$ cat src/rtl/tbl_loader.sv
// rtl/tbl_loader.sv - stream-fed fill engine for the tblD 256 x 68-bit seed RAM
//
// Collects WORDS_PER_ENTRY 32-bit stream words per table entry and issues one
// write strobe per entry at consecutive (mod 256) indices from a commanded base.
//
// Ports:
//   clk, rst          clock; asynchronous active-low reset
//   cmd_start         one-cycle load request (honoured in IDLE only)
//   cmd_base          first table index
//   cmd_count         entry count, 0..256
//   cmd_abort         end the load at the next edge
//   in_data/in_valid  stream word and its valid
//   in_ready          stream word accepted this cycle when in_valid is high
//   tbl_A             assembled 68-bit entry
//   tbl_B             index in [53:46], all other bits zero
//   tbl_is_write      one-cycle write strobe qualifying tbl_A/tbl_B
//   busy              load in progress; table reads must be held off
//   done              one-cycle pulse at the end of a load or abort
//   err               sticky format error, cleared by the next accepted start
module tbl_loader #(
    parameter int WORDS_PER_ENTRY = 3,
    parameter int IDX_W           = 8
) (
    input  logic             clk,
    input  logic             rst,
    input  logic             cmd_start,
    input  logic [IDX_W-1:0] cmd_base,
    input  logic [IDX_W:0]   cmd_count,
    input  logic             cmd_abort,
    input  logic [31:0]      in_data,
    input  logic             in_valid,
    output logic             in_ready,
    output logic [67:0]      tbl_A,
    output logic [67:0]      tbl_B,
    output logic             tbl_is_write,
    output logic             busy,
    output logic             done,
    output logic             err
);

    typedef enum logic [1:0] {
        IDLE    = 2'd0,
        COLLECT = 2'd1,
        WRITE   = 2'd2,
        DONE    = 2'd3
    } state_t;

    state_t           state, state_nxt;
    logic [IDX_W-1:0] idx;
    logic [IDX_W:0]   remaining;
    logic [1:0]       word_cnt;
    logic [63:0]      entry_lo;
    logic             accept;
    logic             last_word;
    logic [67:0]      b_val;

    assign last_word = (word_cnt == 2'(WORDS_PER_ENTRY - 1));

    always_ff @(posedge clk or negedge rst) begin
        if (!rst) begin
            state <= IDLE;
        end else begin
            state <= state_nxt;
        end
    end

    always_comb begin
        state_nxt    = state;
        in_ready     = 1'b0;
        tbl_is_write = 1'b0;
        busy         = 1'b0;
        done         = 1'b0;
        accept       = 1'b0;
        case (state)
            IDLE: begin
                if (cmd_start) begin
                    state_nxt = (cmd_count != '0) ? COLLECT : DONE;
                end
            end
            COLLECT: begin
                in_ready = 1'b1;
                busy     = 1'b1;
                accept   = in_valid;
                if (cmd_abort) begin
                    state_nxt = DONE;
                end else if (accept && last_word) begin
                    state_nxt = WRITE;
                end
            end
            WRITE: begin
                tbl_is_write = 1'b1;
                busy         = 1'b1;
                // The strobe is already out this cycle, so an abort here still
                // lets the current write land before stopping.
                if (cmd_abort || remaining == (IDX_W+1)'(1)) begin
                    state_nxt = DONE;
                end else begin
                    state_nxt = COLLECT;
                end
            end
            DONE: begin
                done      = 1'b1;
                state_nxt = IDLE;
            end
            default: state_nxt = IDLE;
        endcase
    end

    always_comb begin
        b_val                = '0;
        b_val[46 +: IDX_W]   = idx;
    end

    always_ff @(posedge clk or negedge rst) begin
        if (!rst) begin
            idx       <= '0;
            remaining <= '0;
            word_cnt  <= '0;
            entry_lo  <= '0;
            tbl_A     <= '0;
            tbl_B     <= '0;
            err       <= 1'b0;
        end else begin
            case (state)
                IDLE: begin
                    if (cmd_start) begin
                        idx       <= cmd_base;
                        remaining <= cmd_count;
                        word_cnt  <= '0;
                        err       <= 1'b0;
                    end
                end
                COLLECT: begin
                    if (cmd_abort) begin
                        // Partial entry is dropped; tbl_A/tbl_B keep the last write.
                        word_cnt <= '0;
                    end else if (accept) begin
                        if (last_word) begin
                            // Table outputs are loaded on entry to WRITE so they
                            // are stable for the whole strobe cycle.
                            tbl_A    <= {in_data[3:0], entry_lo};
                            tbl_B    <= b_val;
                            word_cnt <= '0;
                            if (in_data[31:4] != '0) begin
                                err <= 1'b1;
                            end
                        end else begin
                            word_cnt <= word_cnt + 2'd1;
                            if (word_cnt == 2'd0) begin
                                entry_lo[31:0] <= in_data;
                            end else begin
                                entry_lo[63:32] <= in_data;
                            end
                        end
                    end
                end
                WRITE: begin
                    idx       <= idx + 1'b1;
                    remaining <= remaining - 1'b1;
                end
                default: ;
            endcase
        end
    end

endmodule

$ cat config.mk
export PLATFORM = sky130hd
export DESIGN_NAME = tbl_loader
export DESIGN_NICKNAME = d
export VERILOG_FILES = /design/src/rtl/tbl_loader.sv
export SDC_FILE = /design/constraint.sdc
export NUM_CORES = 1
export LEC_CHECK = 0
export ABC_AREA = 1
export CAP_MARGIN = 20
export CORE_MARGIN = 5
export CORE_UTILIZATION = 48
export CTS_CLUSTER_SIZE = 30
export DETAILED_ROUTE_END_ITERATION = 10
export GPL_ROUTABILITY_DRIVEN = 0
export MAX_ROUTING_LAYER = met4
export PLACE_DENSITY = 0.83
export SLEW_MARGIN = 0
export SYNTH_ARGS = -nofsm -noshare
export SYNTH_HDL_FRONTEND = slang
export SYNTH_SLANG_ARGS = --single-unit
$ cat constraint.sdc
create_clock -name clk -period 2.2 [get_ports clk]
set_input_delay 0.44 -clock clk [delete_from_list [all_inputs] [get_ports clk]]
set_output_delay 0.44 -clock clk [all_outputs]
set_load 0.1 [all_outputs]
==> results.yml <==
outcome:
  outcome: "finished, final reports clean"
critical_path:
  r2r-end: "idx[4]$_DFFE_PN0P_"
  startpoint_type: "flip-flop"
  cp.required_ps: 1760
  r2r_start: "state[1]$_DFFE_PN0P_"
  cp.arrival_ps: 1660
  cpMaxStageDelayCell: "dfrtp_1"
  reg2reg_depth: 10
  worstSetupPathType: "reg2out"
  critPathMaxStageDelay_ps: 420
  cp_max_fo: 13
  endpoint_kind: "output pin"
  r2r_setup_slack_ps: 200
  path_cells: "inv_1 > ha_4 > buf_4 > buf_12"
sta:
  setup-tns-final_ps: 0
  fmax_mhz: 476.2
  hold_viol_final: 0
  grt_setup_unrepaired: "false"
  finalSetupViolCount: 0
  drv_slew: 0
  finalCritPeriodShare_pct: 95.45
  clock_skew_ps: 5.569
  worst_slack_ps: 100.0
  period_needed_ps: 2100
synth:
  yosysTopAreaCellShare_pct: 56.81
  yosys.area.top_type: "dfrtp_1"
  synth_seq_area_share_pct: 56.81
  syn-cell-area_sq_um: 7136
  syn_inst: 693
  synth.distinct_cells: 30
  synth-async-reset-ratio_pct: 100.0
  ys.flop_type: "dfrtp_1"
  synthTopCellsByArea: "dfrtp_1 57%, mux2_2 9.0%, o21ai_0 7.3%"
  synthTopCellsByCount: "162 x dfrtp_1, 121 x nand2_1, 104 x o21ai_0"
  yosysMostFrequentCell: "dfrtp_1"
  syn_area_per_cell_sq_um: 10.30
  synth-edff-count: 0
  synth.yosys.warnings: 0
  synth-seq-cells: 162
clock_network:
  path_clk_slew_ps: 60
  clock-sinks: 162
  clockRootBuffer: "clkbuf_16"
  clockBufferDepth: 2
  h-tree-depth: 4
  cts_tree: "yes"
  post-cts-setup-buffer-count: 0
  numCtsBuffers: 17
  insertion_delay_ps: 410
floorplanning:
  die_x_microns: 131.9
  rows: 44
  io_pins: 195
  initial_utilization_pct: 49.10
  dieArea_sq_um: 17400
  coreArea_sq_um: 14530
  dieHeight_microns: 131.9
min_path:
  hold_class: "reg2reg"
  min-delay-start: "entry_lo[20]$_DFFE_PN0P_"
  hold_path_end: "entry_lo[20]$_DFFE_PN0P_"
  holdPathStages: 2
place:
  port_buffers: 134
  dp.final_hpwl_mm: 10.82
  dp_slack_ps: 143.7
grt:
  grt_max_degree: 65
  grt_antenna_before_repair: 0
  grt_pass1_wl_mm: 25.73
  grt_pass1_vias: 5021
  grt_usage_pct: 18.48
  grt_overflow: 0
power:
  netSwitchingFraction_pct: 45.10
  irDropWorstVdd_mv: 1.318
  pwr-share-clk_pct: 22.3
  pwr-share-seq_pct: 34.5
  p_per_area_nw_per_um2: 1491
  total_power_w: 0.01344
  power.internal_w: 0.007376
  power_leakage_nw: 4.734
  switchingPower_w: 0.006060
  combPwrFrac_pct: 43.2
final_layout:
  multiInputGateArea_sq_um: 2496
  utilization_pct: 61.98
  antennaDiodeCount: 0
  syn_to_final_growth_pct: 26.25
  regArea_sq_um: 4054
  finalNetCount: 893
  fillers: 1186
  drive_gt1_share_pct: 23.79
route:
  vias: 5044
  detail_route.wl_per_cell_microns: 15.06
  drt_iter0_markers: 309
  drt_pass1_iterations: 5
  drc: 0
  viasPerCell: 4.902
  wirelength_mm: 15.50
  antenna_left: 0
job:
  cap_violations: 0
-- placed cells by master, fill, tap and decap left out, types with 8 or more instances in the layout --
cell type	n
a21oi_1	14
buf_12	10
buf_4	85
clkbuf_16	17
clkdlybuf4s50_1	52
conb_1	60
dfrtp_1	162
inv_1	63
mux2_2	57
mux2_4	8
nand2_1	121
nand4_1	9
nor2_1	29
o21ai_0	104
-- logic make-up after synthesis --
family                   share of synthesized area (%)
adder cells (fa/ha/maj)                          1.227
AND/OR/NAND/NOR                                  10.21
other                                          0.05255
flip-flops                                       56.81
multiplexers                                     10.68
buffers and inverters                            11.66
AO/OA/AOI/OAI                                    8.995
XOR/XNOR                                        0.3683
-- worst max-delay path by stage --
| stage | start | end | slack [ps] | cells after the start |
|---|---|---|---|---|
| after floorplan | state[1]$_DFFE_PN0P_ | tbl_A[46]$_DFFE_PN0P_ | 110 | 8 |
| after global placement | cmd_abort | tbl_A[17]$_DFFE_PN0P_ | 190 | 7 |
| after detailed placement | cmd_abort | tbl_A[13]$_DFFE_PN0P_ | 140 | 7 |
| after CTS | state[0]$_DFFE_PN0P_ | tbl_is_write | 4 | 4 |
| after global routing | state[0]$_DFFE_PN0P_ | tbl_is_write | 8 | 4 |
| final | state[0]$_DFFE_PN0P_ | tbl_is_write | 100 | 4 |
-- metal layers --
layer,routed length (microns),global-route usage (%),part of all wire (%),vias to the layer above
met1,6693,23.46,43,2430
met2,7516,28.92,48,173
met5,0,-,0,-
li1,-,-,-,2422
met4,218,5.371,1.4,0
met3,1070,5.496,6.9,19
-- worst max-delay path: cells and delay by family (launching register included) --
family / cells / cell delay, ps
flops: 1 / 420
fa+ha+maj: 1 / 260
buf+inv: 3 / 570
-- power by group through the flow --
stage / logic (W) / clock network (W) / registers, W
after global placement: 0.00566 / 0 / 0.00461
final: 0.00580 / 0.00300 / 0.00464
after global routing: 0.00622 / 0.00320 / 0.00477
after floorplan: 0.00264 / 0 / 0.00644
after CTS: 0.00581 / 0.00305 / 0.00464
after detailed placement: 0.00578 / 0 / 0.00466
-- area by class of cell --
type / instances / share of cell area (%)
well taps: 184 / 2.556
inverters: 65 / 2.708
repair buffers: 149 / 15.32
flip-flops and latches: 162 / 45.00
multi-input cells: 437 / 27.71
clock inverters: 9 / 1.403
clock buffers: 23 / 5.306
-- flip-flops by register name, summed over array words and instances (netlist names) --
register	cells
state	2
word_cnt	2
entry_lo	64
tbl_B	8
idx	8
remaining	9
err	1
tbl_A	68
-- repair_timing --
item / 4_1_cts / 5_1_grt
setup endpoints to repair: 0 / 1
resized for setup: 0 / 1
endpoints found under the hold margin: 41 / 0
hold buffers: 1 / 0
-- metrics by stage --
stage,area (sq um),hold WS (ps),cells
final,9009,478.3,1029
after global routing,9009,498.8,1029
after floorplan,7362,144.4,752
after CTS,8999,483.6,1029
after global placement,8384,396.8,996
after detailed placement,8384,397.2,996
Power figures use the tool's default switching activity.
